## src/rtl/seq_uart_tx_if.sv

```systemverilog
// Send-byte handshake between the sequencer (master) and the UART transmitter (slave).
// Carries the byte/request pair, the busy backpressure and the serial line itself.
`timescale 1ns/1ps
interface seq_uart_tx_if #(
  parameter int DATA_WIDTH = 8
);
  logic [DATA_WIDTH-1:0] i_tx_data;
  logic                  i_tx_valid;
  logic                  o_tx_busy;
  logic                  o_txd;

  modport master (
    output i_tx_data,
    output i_tx_valid,
    input  o_tx_busy,
    input  o_txd
  );

  modport slave (
    input  i_tx_data,
    input  i_tx_valid,
    output o_tx_busy,
    output o_txd
  );
endinterface

```

## src/rtl/seq_uart_tx.sv

```systemverilog
// 8N1 UART transmitter, LSB first, fed by the sequencer send-byte handshake.
// Define SEQ_UART_TX_PARITY_EN to insert an even-parity bit between data and stop.
`timescale 1ns/1ps
module seq_uart_tx #(
  parameter int DATA_WIDTH   = 8,
  parameter int CLKS_PER_BIT = 868,
  parameter int CNT_WIDTH    = 10
) (
  input  logic          clk,
  input  logic          rst,
  seq_uart_tx_if.slave  tx
);

  localparam int IDX_WIDTH = (DATA_WIDTH > 1) ? $clog2(DATA_WIDTH) : 1;
  localparam logic [CNT_WIDTH-1:0] CNT_LAST = CNT_WIDTH'(CLKS_PER_BIT - 1);
  localparam logic [IDX_WIDTH-1:0] IDX_LAST = IDX_WIDTH'(DATA_WIDTH - 1);

  typedef enum logic [2:0] {
    ST_IDLE,
    ST_START,
    ST_DATA,
`ifdef SEQ_UART_TX_PARITY_EN
    ST_PARITY,
`endif
    ST_STOP
  } state_t;

  state_t                  state_reg, state_next;
  logic [CNT_WIDTH-1:0]    cnt_reg, cnt_next;
  logic [IDX_WIDTH-1:0]    idx_reg, idx_next;
  logic [DATA_WIDTH-1:0]   shift_reg, shift_next;
  logic                    txd_reg, txd_next;
  logic                    busy_reg, busy_next;
  logic                    bit_done;
`ifdef SEQ_UART_TX_PARITY_EN
  logic                    parity_reg, parity_next;
`endif

  assign bit_done = (cnt_reg == CNT_LAST);

  // Outputs are computed one cycle ahead so the line and busy come straight from flops.
  always_comb begin
    state_next = state_reg;
    cnt_next   = '0;
    idx_next   = idx_reg;
    shift_next = shift_reg;
    txd_next   = txd_reg;
    busy_next  = busy_reg;
`ifdef SEQ_UART_TX_PARITY_EN
    parity_next = parity_reg;
`endif
    if (state_reg != ST_IDLE && !bit_done) begin
      cnt_next = cnt_reg + CNT_WIDTH'(1);
    end

    case (state_reg)
      ST_IDLE: begin
        if (tx.i_tx_valid && !busy_reg) begin
          shift_next = tx.i_tx_data;
`ifdef SEQ_UART_TX_PARITY_EN
          parity_next = ^tx.i_tx_data;
`endif
          idx_next   = '0;
          txd_next   = 1'b0;
          busy_next  = 1'b1;
          state_next = ST_START;
        end
      end
      ST_START: begin
        if (bit_done) begin
          txd_next   = shift_reg[0];
          state_next = ST_DATA;
        end
      end
      ST_DATA: begin
        if (bit_done) begin
          if (idx_reg == IDX_LAST) begin
`ifdef SEQ_UART_TX_PARITY_EN
            txd_next   = parity_reg;
            state_next = ST_PARITY;
`else
            txd_next   = 1'b1;
            state_next = ST_STOP;
`endif
          end else begin
            // Next bit is shift_reg[1] before the shift lands.
            idx_next   = idx_reg + IDX_WIDTH'(1);
            shift_next = {1'b0, shift_reg[DATA_WIDTH-1:1]};
            txd_next   = shift_reg[1];
          end
        end
      end
`ifdef SEQ_UART_TX_PARITY_EN
      ST_PARITY: begin
        if (bit_done) begin
          txd_next   = 1'b1;
          state_next = ST_STOP;
        end
      end
`endif
      ST_STOP: begin
        if (bit_done) begin
          txd_next   = 1'b1;
          busy_next  = 1'b0;
          state_next = ST_IDLE;
        end
      end
      default: begin
        txd_next   = 1'b1;
        busy_next  = 1'b0;
        state_next = ST_IDLE;
      end
    endcase
  end

  always_ff @(posedge clk) begin
    if (!rst) begin
      state_reg <= ST_IDLE;
      cnt_reg   <= '0;
      idx_reg   <= '0;
      shift_reg <= '0;
      txd_reg   <= 1'b1;
      busy_reg  <= 1'b0;
`ifdef SEQ_UART_TX_PARITY_EN
      parity_reg <= 1'b0;
`endif
    end else begin
      state_reg <= state_next;
      cnt_reg   <= cnt_next;
      idx_reg   <= idx_next;
      shift_reg <= shift_next;
      txd_reg   <= txd_next;
      busy_reg  <= busy_next;
`ifdef SEQ_UART_TX_PARITY_EN
      parity_reg <= parity_next;
`endif
    end
  end

  assign tx.o_txd     = txd_reg;
  assign tx.o_tx_busy = busy_reg;

endmodule

```

## src/flat_wrapper.sv

```systemverilog
// flat-port wrapper written by rule: the top's interface ports become plain ports
module seq_uart_tx_flat 
#(
  parameter int DATA_WIDTH   = 8,
  parameter int CLKS_PER_BIT = 868,
  parameter int CNT_WIDTH    = 10
)
  (clk, rst, tx_i_tx_data, tx_i_tx_valid, tx_o_tx_busy, tx_o_txd);
  seq_uart_tx_if #(.DATA_WIDTH(DATA_WIDTH)) tx_i ();
  input  logic clk;
  input  logic rst;
  input wire logic [$bits(tx_i.i_tx_data)-1:0] tx_i_tx_data;
  input wire logic [$bits(tx_i.i_tx_valid)-1:0] tx_i_tx_valid;
  output wire logic [$bits(tx_i.o_tx_busy)-1:0] tx_o_tx_busy;
  output wire logic [$bits(tx_i.o_txd)-1:0] tx_o_txd;
  assign tx_i.i_tx_data = tx_i_tx_data;
  assign tx_i.i_tx_valid = tx_i_tx_valid;
  assign tx_o_tx_busy = tx_i.o_tx_busy;
  assign tx_o_txd = tx_i.o_txd;
  seq_uart_tx #(.DATA_WIDTH(DATA_WIDTH), .CLKS_PER_BIT(CLKS_PER_BIT), .CNT_WIDTH(CNT_WIDTH)) u_core (.clk(clk), .rst(rst), .tx(tx_i));
endmodule
```

## config.mk

```make
export PLATFORM = sky130hd
export DESIGN_NAME = seq_uart_tx_flat
export DESIGN_NICKNAME = d
export VERILOG_FILES = /design/src/rtl/seq_uart_tx_if.sv /design/src/rtl/seq_uart_tx.sv /design/src/flat_wrapper.sv
export SDC_FILE = /design/constraint.sdc
export NUM_CORES = 1
export LEC_CHECK = 0
export ABC_AREA = 1
export CAP_MARGIN = 20
export CORE_ASPECT_RATIO = 1.2
export CORE_MARGIN = 2
export CORE_UTILIZATION = 55
export CTS_BUF_LIST = sky130_fd_sc_hd__clkbuf_8
export CTS_CLUSTER_SIZE = 30
export DETAILED_ROUTE_END_ITERATION = 6
export PLACE_DENSITY_LB_ADDON = 0.15
export RECOVER_POWER = 100
export SYNTH_ARGS = -nofsm -noshare
export SYNTH_HDL_FRONTEND = slang
export SYNTH_SLANG_ARGS = --single-unit
```

## constraint.sdc

```tcl
create_clock -name clk -period 2.3 [get_ports clk]
set_input_delay 0.345 -clock clk [delete_from_list [all_inputs] [get_ports clk]]
set_output_delay 0.345 -clock clk [all_outputs]
set_load 0.005 [all_outputs]
```

==> results.sh <==
export IMPL_status="complete, no violations"
export IMPL_io_pins=13
export IMPL_yosysWarnings=0
export IMPL_largest_reg_flops=10
export IMPL_multi_input_area_um2=703
export IMPL_drive_gt1_frac=0.0594
export IMPL_synthToLayoutAreaGrowth_pct=14.0
export IMPL_pwr_share_clk=0.135
export IMPL_p_per_area_nw_per_um2=1270
export IMPL_drc=0
export IMPL_synth_commonest_cells="nand2_1 (53), nor2_1 (29), dfxtp_1 (25)"
export IMPL_synth_top_area_cell="dfxtp_1"
export IMPL_p_total_mw=1.89
export IMPL_drt_met1_wl_um=1060
export IMPL_sw_frac_of_total=0.443
export IMPL_synth_avg_cell_area_um2=6.90
export IMPL_die_width_um=48.4
export IMPL_cp_arrival_ns=2.22
export IMPL_first_iter_violations=38
export IMPL_synth_cell_types=26
export IMPL_grt_pass1_wl_um=4520
export IMPL_drv_cap=0
export IMPL_critical_path_class="reg2reg"
export IMPL_cts_made_buffers=3
export IMPL_synth_most_common_cell="nand2_1"
export IMPL_routed_wl_um=2570
export IMPL_hold_viol_final=0
export IMPL_cts_setup_buffers=0
export IMPL_highest_layer="met4"
export IMPL_p_switching_mw=0.836
export IMPL_wl_per_cell_um=11.0
export IMPL_fin_skew_ns=0.00351
export IMPL_wl_met3_um=99
export IMPL_io_buffers=12
export IMPL_via_count=1192
export IMPL_antenna_left=0
export IMPL_p_leak_nw=0.641
export IMPL_finalSetupTns_ns=0
export IMPL_async_reset_ff_frac=0
export IMPL_slew_headroom=0.673
export IMPL_clk_latency_ns=0.27
export IMPL_setup_viol=0
export IMPL_initial_core_util=0.577
export IMPL_peakVddDrop_mv=0.837
export IMPL_ys_flop_type="dfxtp_1"
export IMPL_wl_met2_um=1370
export IMPL_worstMarginPinSlew_ns=0.490
export IMPL_syn_area_um2=1300
export IMPL_fillers=214
export IMPL_pwr_share_seq=0.345
export IMPL_fin_crit_ns=2.05
export IMPL_num_antenna_cells=0
export IMPL_cts_sinks=25
export IMPL_dieArea_um2=2780
export IMPL_fp_coreArea_um2=2260
export IMPL_power_internal_mw=1.05
export IMPL_std_cell_rows=19
export IMPL_ctsRootBufferMaster="clkbuf_8"
export IMPL_viasPerCell=5.12
export IMPL_hold_path_class="reg2reg"
export IMPL_cp_start_kind="flop"
export IMPL_rsz0062_at_grt="no"
export IMPL_cts_tree="built"
export IMPL_dr_pass1_iters=4
export IMPL_h_tree_depth=1
export IMPL_post_route_util=0.658
export IMPL_dp_hpwl_um=1850
export IMPL_required_ns=2.47
export IMPL_drv_slew=0
export IMPL_seqCellArea_um2=500
export IMPL_clkSlewWorstSetupHoldPaths_ns=0.08
export IMPL_crit_fanout=15
export IMPL_endpoint_kind="flop"
export IMPL_synth_top_area_frac=0.384
export IMPL_cts_max_path_buffers=2
export IMPL_antenna_found_initial=0
export IMPL_globalRouteTotalUtil=0.206
export IMPL_cts_hold_fix_buffers=0
export IMPL_fin_nets=222
export IMPL_min_period_over_period=0.890
export IMPL_syn_nets=208
export IMPL_max_freq_mhz=489
export IMPL_grt_overflow_total=0
export IMPL_ctsResizeCount=0
export IMPL_synthTopCellsByArea="dfxtp_1 (38%), nand2_1 (15%), nor2_1 (8.3%)"
export IMPL_synth_seq_area_share=0.384
export IMPL_fp_dieH_um=57.3
export IMPL_combPwrFrac=0.520
export IMPL_grt_pass1_vias=1159
export IMPL_grt_max_degree=16
export IMPL_gp_congestion=0.817
export IMPL_synth_edf_count=0
export IMPL_synth_seq_cells=25
export IMPL_syn_inst=189
## cells by family (layout without fill, tap and decap cells)
family,after synthesis,in the layout,share of synthesized area
AND/OR/NAND/NOR,101,101,0.334
AO/OA/AOI/OAI,31,31,0.126
flip-flops,25,25,0.384
buffers and inverters,23,36,0.0729
adder cells (fa/ha/maj),8,8,0.0768
XOR/XNOR,1,1,0.00672
## worst paths after layout
path                                     startpoint             endpoint  slack [ns]  cells past startpoint
worst min register to register    u_core.cnt_reg[0]    u_core.cnt_reg[0]        0.46                      1
worst max register to register  u_core.state_reg[0]  u_core.shift_reg[0]        0.25                      9
worst max-delay path            u_core.state_reg[0]  u_core.shift_reg[0]        0.25                      9
worst min-delay path              u_core.cnt_reg[0]    u_core.cnt_reg[0]        0.46                      1
## stage by stage
step,area (µm²),instances,hold WS [ns],worst slack [ns]
4_1_cts,1490,233,0.459,0.267
5_1_grt,1490,233,0.472,0.0900
6_report,1490,233,0.456,0.253
3_3_place_gp,1450,229,0.429,0.417
3_5_place_dp,1450,229,0.441,0.290
2_1_floorplan,1300,189,0.418,0.685
## routing by layer
metal	vias to the layer above	GRT usage
li1	625	-
met1	544	0.207
met2	19	0.403
met3	4	0.0393
met4	0	0.106
met5	-	0
## cells in the final DEF (no fill, tap or decap)
| cell type | n |
|---|---|
| o21ai_2 | 1 |
| clkinv_1 | 1 |
| nor3_1 | 3 |
| nand4_1 | 1 |
| clkbuf_8 | 3 |
| inv_1 | 16 |
| dfxtp_1 | 25 |
| xor2_1 | 1 |
| nand3b_1 | 2 |
| o21ai_1 | 2 |
| dlygate4sd3_1 | 2 |
| or2_1 | 1 |
| o21ai_0 | 9 |
| nand2_2 | 1 |
| clkdlybuf4s50_1 | 10 |
| nor3_2 | 1 |
| ha_1 | 8 |
| buf_4 | 1 |
| a21oi_1 | 17 |
| nand3_4 | 1 |
| inv_2 | 3 |
| nand3_1 | 8 |
| nand2_1 | 53 |
| nor2_1 | 29 |
| or2_2 | 1 |
| o21bai_1 | 2 |
## worst max-delay path, cell delays in order (launching register included)
cell and delay (ns):
dfxtp_1 0.36, inv_1 0.10, ha_1 0.47, inv_2 0.19, nor2_1 0.20, inv_2 0.07, nand2_1 0.10, nand3_4 0.17
o21ai_0 0.24, nor2_1 0.06
## power by group through the flow
stage / Clock (mW) / Sequential [mW] / Combinational (mW)
6_report: 0.254 / 0.651 / 0.981
5_1_grt: 0.272 / 0.667 / 1.12
3_5_place_dp: 0 / 0.661 / 0.991
4_1_cts: 0.259 / 0.652 / 1.00
2_1_floorplan: 0 / 0.646 / 0.828
3_3_place_gp: 0 / 0.658 / 0.959
## area by class of cell
type | instances | share of cell area
clock inverter | 1 | 0.00253
inverter | 19 | 0.0480
timing repair buffer | 13 | 0.0859
tap | 31 | 0.0261
sequential | 25 | 0.337
clock buffer | 3 | 0.0278
multi-input combinational | 141 | 0.473
No activity file was read; power rests on OpenSTA's default activity.
